`src/rtl/pipelined_decoder.sv`:
```
// Registered instruction decode stage with a 2-entry skid buffer.
//
// Sits between fetch and execute. Words arrive over a valid/ready handshake,
// are decoded on entry and stored already decoded. All outputs come straight
// from registers. A second (skid) entry lets in_ready be registered while the
// stage still sustains one instruction per cycle.
//
// Ports:
//   clk, rst        clock, synchronous active-high reset
//   in_valid/ready  fetch handshake (in_ready is registered)
//   in_word, in_pc  instruction word and its PC
//   flush           drop everything held and anything arriving this cycle
//   out_valid/ready execute handshake
//   out_opecode     decoded operation (INVALID for unmapped codes)
//   out_imm, out_pc immediate field and PC of the presented instruction
//   out_is_jump     operation is JMP_IMM or JNC_IMM
//   ill_count       saturating count of INVALID instructions delivered

package pipelined_decoder_pkg;
    typedef enum logic [3:0] {
        ADD_A_IMM = 4'd0,
        MOV_A_B   = 4'd1,
        IN_A      = 4'd2,
        MOV_A_IMM = 4'd3,
        MOV_B_A   = 4'd4,
        ADD_B_IMM = 4'd5,
        IN_B      = 4'd6,
        MOV_B_IMM = 4'd7,
        OUT_B     = 4'd8,
        OUT_IMM   = 4'd9,
        JNC_IMM   = 4'd10,
        JMP_IMM   = 4'd11,
        INVALID   = 4'd15
    } opecode_t;
endpackage

// state | meaning
// EMPTY | no instruction held, out_valid=0
// ONE   | output entry holds an instruction, skid entry free
// TWO   | output and skid entries both full, in_ready=0
module pipelined_decoder
    import pipelined_decoder_pkg::*;
#(
    parameter int WORD_W    = 8,
    parameter int IMM_W     = WORD_W - 4,
    parameter int PC_W      = 4,
    parameter int ILL_CNT_W = 8
) (
    input  logic                 clk,
    input  logic                 rst,
    input  logic                 in_valid,
    output logic                 in_ready,
    input  logic [WORD_W-1:0]    in_word,
    input  logic [PC_W-1:0]      in_pc,
    input  logic                 flush,
    output logic                 out_valid,
    input  logic                 out_ready,
    output opecode_t             out_opecode,
    output logic [IMM_W-1:0]     out_imm,
    output logic [PC_W-1:0]      out_pc,
    output logic                 out_is_jump,
    output logic [ILL_CNT_W-1:0] ill_count
);

    typedef enum logic [1:0] {EMPTY, ONE, TWO} state_t;

    function automatic opecode_t decode_op(input logic [3:0] code);
        case (code)
            4'b0000: return ADD_A_IMM;
            4'b0001: return MOV_A_B;
            4'b0010: return IN_A;
            4'b0011: return MOV_A_IMM;
            4'b0100: return MOV_B_A;
            4'b0101: return ADD_B_IMM;
            4'b0110: return IN_B;
            4'b0111: return MOV_B_IMM;
            4'b1001: return OUT_B;
            4'b1011: return OUT_IMM;
            4'b1110: return JNC_IMM;
            4'b1111: return JMP_IMM;
            default: return INVALID;
        endcase
    endfunction

    state_t           state, state_next;
    logic             in_xfer, out_xfer;
    logic             load_out_in, load_skid, promote;

    opecode_t         dec_op;
    logic [IMM_W-1:0] dec_imm;
    logic             dec_jump;

    opecode_t         skid_op;
    logic [IMM_W-1:0] skid_imm;
    logic [PC_W-1:0]  skid_pc;
    logic             skid_jump;

    // Bits between the opcode field and the immediate are deliberately unused.
    assign dec_op   = decode_op(in_word[WORD_W-1 -: 4]);
    assign dec_imm  = in_word[IMM_W-1:0];
    assign dec_jump = (dec_op == JMP_IMM) || (dec_op == JNC_IMM);

    assign in_xfer  = in_valid && in_ready;
    assign out_xfer = out_valid && out_ready;

    always_ff @(posedge clk) begin
        if (rst) begin
            state <= EMPTY;
        end else begin
            state <= state_next;
        end
    end

    always_comb begin
        state_next  = state;
        load_out_in = 1'b0;
        load_skid   = 1'b0;
        promote     = 1'b0;
        if (flush) begin
            state_next = EMPTY;
        end else begin
            case (state)
                EMPTY: begin
                    if (in_xfer) begin
                        state_next  = ONE;
                        load_out_in = 1'b1;
                    end
                end
                ONE: begin
                    if (in_xfer && !out_xfer) begin
                        state_next = TWO;
                        load_skid  = 1'b1;
                    end else if (!in_xfer && out_xfer) begin
                        state_next = EMPTY;
                    end else if (in_xfer && out_xfer) begin
                        load_out_in = 1'b1;
                    end
                end
                TWO: begin
                    if (out_xfer) begin
                        state_next = ONE;
                        promote    = 1'b1;
                    end
                end
                default: state_next = EMPTY;
            endcase
        end
    end

    // Handshake flags are registered copies of the next-state decode.
    always_ff @(posedge clk) begin
        if (rst) begin
            out_valid <= 1'b0;
            in_ready  <= 1'b1;
        end else begin
            out_valid <= (state_next != EMPTY);
            in_ready  <= (state_next != TWO);
        end
    end

    always_ff @(posedge clk) begin
        if (rst) begin
            out_opecode <= INVALID;
            out_imm     <= '0;
            out_pc      <= '0;
            out_is_jump <= 1'b0;
            skid_op     <= INVALID;
            skid_imm    <= '0;
            skid_pc     <= '0;
            skid_jump   <= 1'b0;
        end else begin
            if (load_out_in) begin
                out_opecode <= dec_op;
                out_imm     <= dec_imm;
                out_pc      <= in_pc;
                out_is_jump <= dec_jump;
            end else if (promote) begin
                out_opecode <= skid_op;
                out_imm     <= skid_imm;
                out_pc      <= skid_pc;
                out_is_jump <= skid_jump;
            end
            if (load_skid) begin
                skid_op   <= dec_op;
                skid_imm  <= dec_imm;
                skid_pc   <= in_pc;
                skid_jump <= dec_jump;
            end
        end
    end

    // Counts deliveries, so an output transfer in a flush cycle still counts.
    always_ff @(posedge clk) begin
        if (rst) begin
            ill_count <= '0;
        end else if (out_xfer && (out_opecode == INVALID) && (ill_count != '1)) begin
            ill_count <= ill_count + 1'b1;
        end
    end

endmodule

```
`config.mk`:
```
export PLATFORM = sky130hd
export DESIGN_NAME = pipelined_decoder
export DESIGN_NICKNAME = d
export VERILOG_FILES = /design/src/rtl/pipelined_decoder.sv
export SDC_FILE = /design/constraint.sdc
export NUM_CORES = 1
export LEC_CHECK = 0
export BUFFER_PORTS_ARGS = -buffer_cell sky130_fd_sc_hd__buf_2
export CAP_MARGIN = 25
export CORE_MARGIN = 2
export CORE_UTILIZATION = 35
export CTS_CLUSTER_DIAMETER = 40
export DETAILED_ROUTE_END_ITERATION = 16
export MAX_ROUTING_LAYER = met4
export PLACE_DENSITY = 0.61
export SYNTH_ARGS = -nofsm -noshare
export SYNTH_HDL_FRONTEND = slang
export SYNTH_SLANG_ARGS = --single-unit
```
`constraint.sdc`:
```
create_clock -name clk -period 1.5 [get_ports clk]
set_input_delay 0.075 -clock clk [delete_from_list [all_inputs] [get_ports clk]]
set_output_delay 0.075 -clock clk [all_outputs]
set_load 0.02 [all_outputs]
```
==> impl_metrics.csv, run 1 <==
group,metric,value,unit
outcome,status,"finished clean",
yosys,synth_area,1720,sq um
clocking,cts_root_buffer,"clkbuf_8",
drt,vias_per_cell,5.04,
placed_design,place.gp.congestion,0.786,
global_routing,grt_max_degree,22,
sta,tightest_slew,0.384,ns
global_routing,overflow,0,
yosys,netlist_instances,209,
drt,routed_wl,4.39,mm
drt,drc,0,
clocking,cts_tree,"done",
clocking,insertion_delay,0.29,ns
global_routing,antenna_found_initial,0,
placed_design,placed_cell_area,2070,sq um
yosys,ys_ff_latch,38,
critical_path,startpoint_type,"flop",
sta,finClkSkew,0.00988,ns
drt,vias,1668,
critical_path,reg2reg_depth,7,
clocking,clk_pin_slew,0.08,ns
drt,ant_nets,0,
placed_design,dp_hpwl,2.89,mm
drt,maxUsedRoutingLayer,"met4",
final_layout,fillCellCount,463,
global_routing,grt_pass1_wl,6.56,mm
clocking,cts_max_level,2,
final_layout,multi_input_area,903,sq um
global_routing,grt_pass1_vias,1459,
final_layout,syn2layout_area_growth,31.4,%
final_layout,final-seq-area,769,sq um
critical_path,path_cells,"a21bo_4 -> buf_4 -> nand4_1 -> buf_6 -> clkbuf_16 -> o211ai_1 -> a21o_1",
sta,min_period,1.48,ns
yosys,synth_edf_count,0,
critical_path,cpPeakStageDelay,0.36,ns
yosys,synth_nets,227,
placed_design,place_inst,319,
sta,fmax,676,MHz
yosys,ys_types,42,
drt,routed-wl-met2,1.99,mm
placed_design,portBuffers,39,
final_layout,stdcell_area,2270,sq um
floorplan,core,4720,sq um
sta,slew_headroom,74.3,%
sta,slew_violations,0,
floorplan,num_io_pins,40,
floorplan,die_width,74.2,um
clocking,cts_hold_buf,0,
min_path,min_path_cells,3,
critical_path,end_kind,"flop",
clocking,clock_sinks,38,
global_routing,track_usage,16.1,%
yosys,ys_seq_area_share,44.1,%
yosys,yosys-top-cells-area,"dfxtp_1 (44%), nand2_1 (10%), a21oi_1 (4.6%), a311oi_1 (4.6%), nor2_1 (3.7%)",
drt,wire_per_inst,13.3,um
sta,setup_viol,0,
placed_design,pre_cts_ws,0.0166,ns
sta,rsz0062_at_grt,"yes",
floorplan,fp.dieArea,5500,sq um
run,max_cap_viol_count,0,
final_layout,nNetsFinal,281,
sta,hold_violations,0,
yosys,postSynthAreaPerCell,8.25,sq um
yosys,ys_warn_count,0,
drt,drt_iter0_markers,85,
critical_path,cp.depth,7,
power_and_ir_drop,cellPowerDensity,933,nW/um^2
critical_path,cp_top_family,"compound AO/OA/AOI/OAI gates",
sta,worst_slack,0.0197,ns
power_and_ir_drop,leakage,0.928,nW
yosys,synth_top_area_cell,"dfxtp_1",
critical_path,worstSetupPathType,"reg2reg",
critical_path,worstPathArrival,1.66,ns
final_layout,drive_above_1_share,30.3,%
yosys,synth_top_area_share,44.1,%
final_layout,fin_cells,331,
critical_path,crit_buf_inv,3,
yosys,synthArstFlopShare,0,%
final_layout,diodes,0,
floorplan,die_y,74.2,um
critical_path,cp_slowest_cell,"dfxtp_2",
clocking,cts_buffers,5,
sta,timing.final.crit_share,98.7,%
critical_path,cp_max_fo,5,
floorplan,row_count,25,
critical_path,cp.required,1.68,ns
drt,met3WireLength,207,um
power_and_ir_drop,peakVddDrop,0.000490,V
min_path,hp-class,"in2reg",
yosys,synthFlopType,"dfxtp_1",
floorplan,initial_core_util,36.5,%
clocking,clock_path_buffers,2,
power_and_ir_drop,p_total,2.11,mW
drt,met1Wirelength,2.12,mm
drt,first_pass_iters,4,
synth_stat cells, types with 2 or more instances:
cell / n
nor2_1: 17
a21oi_1: 16
clkbuf_1: 8
or4_1: 2
o211ai_1: 7
and4_1: 2
a21o_1: 3
o21ai_0: 11
nor3_1: 2
and2_1: 2
dfxtp_1: 38
nand2_1: 46
inv_1: 5
xor2_1: 2
a211oi_1: 3
or3_1: 3
nand4_1: 4
nand3_1: 5
a311oi_1: 9
buf_6: 2
cells in the final DEF, fill, tap and decap left out, drive strengths merged:
master   synthesis  layout
buf              4      56
nand2           46      46
dfxtp           38      38
nor2            17      17
a21oi           16      16
o21ai           11      11
clkbuf           8      10
a311oi           9       9
o211ai           7       7
nand3            5       5
inv              5       5
nand4            4       4
or4              3       4
a211oi           3       3
or3              3       3
a21o             3       3
nor3             2       2
xor2             2       2
and2             2       2
nor4             2       2
and4             2       2
a21bo            1       1
nand4b           1       1
or2              1       1
and3b            1       1
nand2b           1       1
a41o             1       1
o31ai            1       1
o2111ai          1       1
mux2i            1       1
o21bai           1       1
and2b            1       1
nor2b            1       1
nand3b           1       1
a21boi           1       1
nand4bb          1       1
nor3b            1       1
ha               1       1
routing by layer:
metal / global-route usage (%) / vias to the layer above
met3: 4.20 / 9
met2: 24.8 / 39
met5: - / -
li1: - / 860
met4: 6.67 / 0
met1: 19.9 / 760
area by class of cell:
cell class              instances  area share, %
multi-input cells             155           39.9
inverters                       5          0.828
well taps                      67           3.70
clock buffers                   8           4.47
flip-flops and latches         38           34.0
repair buffers                 58           17.2
report_power, final:
part / switching, mW / internal [mW]
sequential: 0.0177 / 1.04
clock: 0.354 / 0.431
combinational: 0.156 / 0.116
worst reg2reg max path, cell delays in order, from the launching register on:
cell	delay, ns
dfxtp_2	0.36
a21bo_4	0.25
buf_4	0.15
nand4_1	0.10
buf_6	0.14
clkbuf_16	0.14
o211ai_1	0.07
a21o_1	0.17
kinds of logic after synthesis:
group           Yosys count  synth area share [%]
compound gates           55                  21.4
flops                    38                  44.1
simple gates             95                  26.9
buf+inv                  17                  5.30
xor+xnor                  2                  1.02
fa+ha+maj                 1                 0.726
mux                       1                 0.581
worst paths after layout:
path                                   from              to  slack (ns)
worst max-delay path               state[0]  out_opecode[1]        0.02
worst min-delay path             in_word[3]     skid_imm[3]        0.02
worst max register to register     state[0]  out_opecode[1]        0.02
worst min register to register  skid_imm[3]     skid_imm[3]        0.46
through the flow:
stage / setup TNS (ns) / hold WS (ns) / util, %
after floorplan: -0.405 / 0.198 / -
after global placement: 0 / 0.334 / 43.8
after detailed placement: 0 / 0.338 / 43.8
after CTS: 0 / 0.0226 / 46.0
after global routing: -0.163 / 0.0216 / 48.0
final: 0 / 0.0246 / 48.0
repair_timing:
| action | in CTS | in global routing |
|---|---|---|
| gates cloned | 0 | 3 |
| buffers inserted | 0 | 1 |
| endpoints found under the setup margin | 1 | 20 |
| gates resized for setup | 0 | 8 |
| endpoints found under the hold margin | 0 | 0 |
| pin swaps | 1 | 10 |
sequential cells by signal, indices dropped and copies added, names as in the netlist:
| register | flops |
|---|---|
| ill_count | 8 |
| out_is_jump | 1 |
| skid_jump | 1 |
| out_valid | 1 |
| skid_imm | 4 |
| out_pc | 4 |
| state | 2 |
| in_ready | 1 |
| skid_pc | 4 |
| out_imm | 4 |
| out_opecode | 4 |
| skid_op | 4 |
(Power assumes the default switching activity.)
==> run 2, diff against run 1 <==
Settings changed: REMOVE_ABC_BUFFERS set to 1.
==> run 2 against run 1 <==
Non-clock buffer count grew 1. Critical path depth down 2. Clock power grew 12%. Highest routed layer unchanged. Routed wire length is 4.6% lower. Worst hold slack better by 0.0028 ns. Clock skew fell by 0.0047 ns. Cell count did not move. Largest cell class unchanged. Die area unchanged.
==> impl_metrics.csv, run 2 (synthesis results as in run 1) <==
group,metric,value,unit
outcome,status,"finished clean",
sta,tightest_slew,0.410,ns
placed_design,dp_hpwl,2.97,mm
power_and_ir_drop,power_frac_clock,40.2,%
drt,vias,1672,
sta,hold_violations,0,
final_layout,largest_reg_flops,8,
run,max_cap_viol_count,0,
floorplan,fp.dieArea,5500,sq um
final_layout,syn2layout_area_growth,30.2,%
global_routing,grt_pass1_wl,6.96,mm
sta,slew_violations,0,
drt,ant_nets,0,
critical_path,worstSetupPathType,"reg2reg",
power_and_ir_drop,leakage,0.915,nW
clocking,cts_setup_buffers,0,
sta,finClkSkew,0.00519,ns
global_routing,overflow,0,
clocking,clk_pin_slew,0.07,ns
clocking,insertion_delay,0.29,ns
clocking,clock_sinks,38,
final_layout,drive_above_1_share,32.6,%
sta,slew_headroom,72.6,%
sta,rsz0062_at_grt,"yes",
global_routing,grt_pass1_vias,1512,
power_and_ir_drop,peakVddDrop,0.000543,V
clocking,cts_max_level,2,
final_layout,multi_input_area,918,sq um
power_and_ir_drop,power.switching,514,uW
sta,fmax,674,MHz
min_path,hp-class,"in2reg",
placed_design,portBuffers,39,
sta,timing.final.crit_share,98.8,%
drt,wire_per_inst,12.7,um
clocking,cts_tree,"done",
drt,drc,0,
drt,vias_per_cell,5.05,
drt,routed_wl,4.19,mm
power_and_ir_drop,power.internal,1.67,mW
critical_path,end_kind,"flop",
drt,drt_iter0_markers,59,
final_layout,regMostFlops,"ill_count",
floorplan,die_y,74.2,um
critical_path,cp.required,1.70,ns
clocking,cts_hold_buf,0,
sta,hold_slack,0.0274,ns
power_and_ir_drop,seqPwrFrac,48.5,%
power_and_ir_drop,cellPowerDensity,975,nW/um^2
floorplan,core,4720,sq um
final_layout,final_common_cell,"nand2_1",
final_layout,final_cell_mix,"nand2_1 (40), buf_2 (39), dfxtp_1 (34)",
critical_path,cp_max_fo,5,
floorplan,die_width,74.2,um
placed_design,place.gp.congestion,0.794,
power_and_ir_drop,swShare,23.5,%
final_layout,fillCellCount,476,
critical_path,worstPathArrival,1.68,ns
clocking,cts_buffers,5,
power_and_ir_drop,power_frac_comb,11.2,%
clocking,clock_path_buffers,2,
floorplan,initial_core_util,36.5,%
final_layout,diodes,0,
sta,tns,0,ns
final_layout,final-seq-area,766,sq um
floorplan,row_count,25,
sta,min_period,1.48,ns
global_routing,track_usage,17.1,%
final_layout,nNetsFinal,282,
global_routing,grt_max_degree,26,
drt,first_pass_iters,5,
clocking,cts_root_buffer,"clkbuf_8",
critical_path,startpoint_type,"flop",
sta,setup_viol,0,
global_routing,antenna_found_initial,0,
floorplan,num_io_pins,40,
==> run 2: per-layer routing <==
metal / routed length [um] / part of all wire (%) / up-vias / GRT usage [%]
met5: 0 / 0 / - / -
met4: 80 / 1.9 / 0 / 7.88
met3: 204 / 4.9 / 7 / 3.79
met2: 1950 / 46 / 38 / 26.5
met1: 1960 / 47 / 766 / 21.2
li1: - / - / 861 / -
==> run 2: path summary, 6_finish.rpt <==
kind                                  start           to  cells after the start  slack (ns)
worst min register to register  skid_imm[2]  skid_imm[2]                      2        0.46
worst max register to register    out_valid  out_is_jump                      5        0.02
worst max-delay path              out_valid  out_is_jump                      5        0.02
worst min-delay path               in_pc[3]   skid_pc[3]                      3        0.03
==> run 2: repair_timing <==
item	in CTS	in global routing
pin swaps	1	6
gates resized for setup	2	15
cloned	1	0
endpoints found under the setup margin	3	27
==> run 2: area by class of cell <==
| cell class | instances | area share (%) |
|---|---|---|
| Sequential cell | 38 | 34.1 |
| Inverter | 5 | 0.836 |
| Multi-Input combinational cell | 155 | 40.9 |
| Timing Repair Buffer | 59 | 15.4 |
| Clock buffer | 6 | 3.68 |
| Clock inverter | 1 | 1.34 |
| Tap cell | 67 | 3.73 |
==> run 2: power groups by stage <==
| stage | clock network (mW) | registers (mW) | logic, mW |
|---|---|---|---|
| after global routing | 0.949 | 1.07 | 0.270 |
| after detailed placement | 0 | 1.08 | 0.237 |
| after floorplan | 0 | 1.11 | 0.0887 |
| final | 0.881 | 1.06 | 0.246 |
| after global placement | 0 | 1.08 | 0.236 |
| after CTS | 0.908 | 1.06 | 0.241 |
==> run 2: metrics by stage <==
step / instances / power, mW / area (sq um) / utilization [%] / setup WS [ns]
after floorplan: 197 / 1.20 / 1650 / - / -0.0667
after detailed placement: 323 / 1.32 / 2080 / 44.1 / -0.00518
after global routing: 331 / 2.28 / 2240 / 47.5 / -0.0603
after CTS: 331 / 2.21 / 2210 / 46.7 / 0.00693
after global placement: 323 / 1.32 / 2080 / 44.1 / 0.0188
final: 331 / 2.19 / 2240 / 47.5 / 0.0174
==> run 2: critical path: stages (launching register included) <==
cell      delay, ns
dfxtp_1        0.35
a21bo_4        0.24
buf_4          0.15
and3b_2        0.25
and2_1         0.15
a311oi_1       0.25
==> run 3, diff against run 2 <==
Settings changed: ABC_AREA set to 1, PLACE_DENSITY 0.61 to 0.6.
==> run 3 against run 2 <==
Routed wire length rose by 6.8%. First-iteration DRC count up 36%. Synthesized cell count increased by 43%. Clock power decreased by 23%. Die area up 13%. Worst hold slack better by 0.0031 ns. Setup slack gained 0.17 ns.
==> impl_metrics.csv, run 3 <==
group,metric,value,unit
yosys,synthFlopType,"dfxtp_1",
floorplan,die_width,78.8,um
final_layout,largest_reg_flops,8,
critical_path,end_kind,"flop",
drt,first_pass_iters,4,
global_routing,grt_max_degree,29,
clocking,cts_hold_buf,0,
clocking,clock_sinks,38,
sta,rsz0062_at_grt,"no",
sta,setup_viol,0,
power_and_ir_drop,p_total,2.00,mW
yosys,netlist_instances,298,
yosys,synth_common_cells,"nand2_1 (92), nand3_1 (47), dfxtp_1 (38)",
sta,tns,0,ns
global_routing,top_usage_layer,"met2",
final_layout,nNetsFinal,357,
drt,routed_wl,4.48,mm
clocking,cts_max_level,2,
global_routing,track_usage,16.4,%
floorplan,row_count,27,
floorplan,initial_core_util,35.8,%
clocking,cts_tree,"done",
yosys,yosys-top-cells-area,"dfxtp_1 (39%), nand2_1 (18%), nand3_1 (12%), inv_1 (7.1%), nor2_1 (6.3%)",
final_layout,final_cell_mix,"nand2_1 (92), nand3_1 (47), buf_2 (39)",
drt,drt_iter0_markers,80,
clocking,cts_root_buffer,"clkbuf_8",
global_routing,use_met2,26.2,%
final_layout,regMostFlops,"ill_count",
clocking,cts_setup_buffers,0,
sta,min_period,1.31,ns
sta,slew_headroom,73.9,%
floorplan,core,5470,sq um
global_routing,overflow,0,
placed_design,portBuffers,39,
critical_path,cp_max_fo,7,
clocking,clock_path_buffers,2,
drt,ant_nets,0,
yosys,ys_warn_count,0,
drt,wire_per_inst,10.9,um
drt,vias,1879,
drt,drc,0,
critical_path,worstSetupPathType,"reg2reg",
sta,hold_violations,0,
min_path,hp-class,"in2reg",
drt,vias_per_cell,4.58,
placed_design,dp_hpwl,3.20,mm
sta,timing.final.crit_share,87.4,%
yosys,synth_most_common_cell,"nand2_1",
yosys,synth_top_area_cell,"dfxtp_1",
critical_path,startpoint_type,"flop",
floorplan,fp.dieArea,6220,sq um
run,max_cap_viol_count,0,
power_and_ir_drop,leakage,1.23,nW
final_layout,syn2layout_area_growth,17.5,%
final_layout,final_common_cell,"nand2_1",
yosys,synth_edf_count,0,
power_and_ir_drop,cellPowerDensity,868,nW/um^2
yosys,ys_types,23,
sta,slew_violations,0,
sta,fmax,763,MHz
clocking,insertion_delay,0.28,ns
power_and_ir_drop,peakVddDrop,0.000551,V
global_routing,grt_pass1_vias,1803,
placed_design,place.gp.congestion,0.786,
floorplan,num_io_pins,40,
floorplan,die_y,78.8,um
global_routing,grtUsageMet1,19.6,%
critical_path,worstPathArrival,1.52,ns
sta,finClkSkew,0.00541,ns
global_routing,grtUsageMet3,4.43,%
yosys,synthArstFlopShare,0,%
clocking,cts_buffers,5,
yosys,synth_top_area_share,38.8,%
final_layout,drive_above_1_share,20.1,%
sta,tightest_slew,0.391,ns
yosys,ys_seq_area_share,38.8,%
yosys,postSynthAreaPerCell,6.58,sq um
yosys,ys_ff_latch,38,
yosys,synth_area,1960,sq um
global_routing,antenna_found_initial,0,
final_layout,diodes,0,
critical_path,cp.required,1.71,ns
clocking,clk_pin_slew,0.07,ns
outcome,status,"finished clean",
global_routing,grt_pass1_wl,7.87,mm
clocking,ctsResizeCount,0,
run 3: cell count changes in the layout (fill, tap and decap cells not counted), moves of 11 or more:
cell | previous run | this run
buf_4 | 20 | 5
nand3_1 | 5 | 47
nor2_1 | 17 | 33
inv_1 | 5 | 37
a21oi_1 | 16 | 5
nand2_1 | 40 | 92
run 3: worst paths after layout:
kind | slack (ns) | startpoint | cells past startpoint | endpoint
max | 0.19 | ill_count[0] | 7 | ill_count[7]
min | 0.03 | in_pc[1] | 3 | skid_pc[1]
max reg2reg | 0.19 | ill_count[0] | 7 | ill_count[7]
min reg2reg | 0.47 | skid_op[2] | 2 | skid_op[2]
run 3: critical path, stage by stage (launching register included):
cell,delay [ns]
dfxtp_1,0.33
ha_1,0.23
nand2_1,0.11
nor2_2,0.11
nand3_2,0.12
nand2_4,0.13
nand2_1,0.05
a21oi_1,0.15
run 3: through the flow:
stage	hold slack (ns)	area, sq um	setup WS (ns)	util (%)	cells
6_report	0.0306	2300	0.190	42.1	410
5_1_grt	0.0215	2300	0.0183	42.1	410
4_1_cts	0.0171	2300	0.164	42.1	410
3_5_place_dp	0.321	2220	0.178	40.6	404
3_3_place_gp	0.318	2220	0.194	40.6	404
2_1_floorplan	0.144	1880	0.0880	-	287
run 3: cell type report:
type,count,area (sq um)
Clock buffer,6,82.6
Fill cell,603,3170
Inverter,41,154
Multi-Input combinational cell,208,965
Sequential cell,38,761
Tap cell,72,90.1
Timing Repair Buffer,45,253
run 3: cells by family (layout without fill, tap and decap cells):
family,count (synthesis),count (layout),synth area share (%)
AO/OA/AOI/OAI,13,13,3.70
XOR/XNOR,1,1,0.447
adder cells (fa/ha/maj),1,1,0.638
buffers and inverters,52,92,12.0
flip-flops,38,38,38.8
AND/OR/NAND/NOR,193,193,44.4
run 3: per-layer routing:
layer  up-vias  part of all wire [%]
met5         -                     0
met1       818                    49
met2        51                    45
li1       1006                     -
met3         4                   5.4
met4         0                   1.1
run 3: where the power goes:
group,switching [mW],internal (mW)
Clock,0.324,0.354
Combinational,0.164,0.0947
Sequential,0.0200,1.04
Total,0.508,1.49
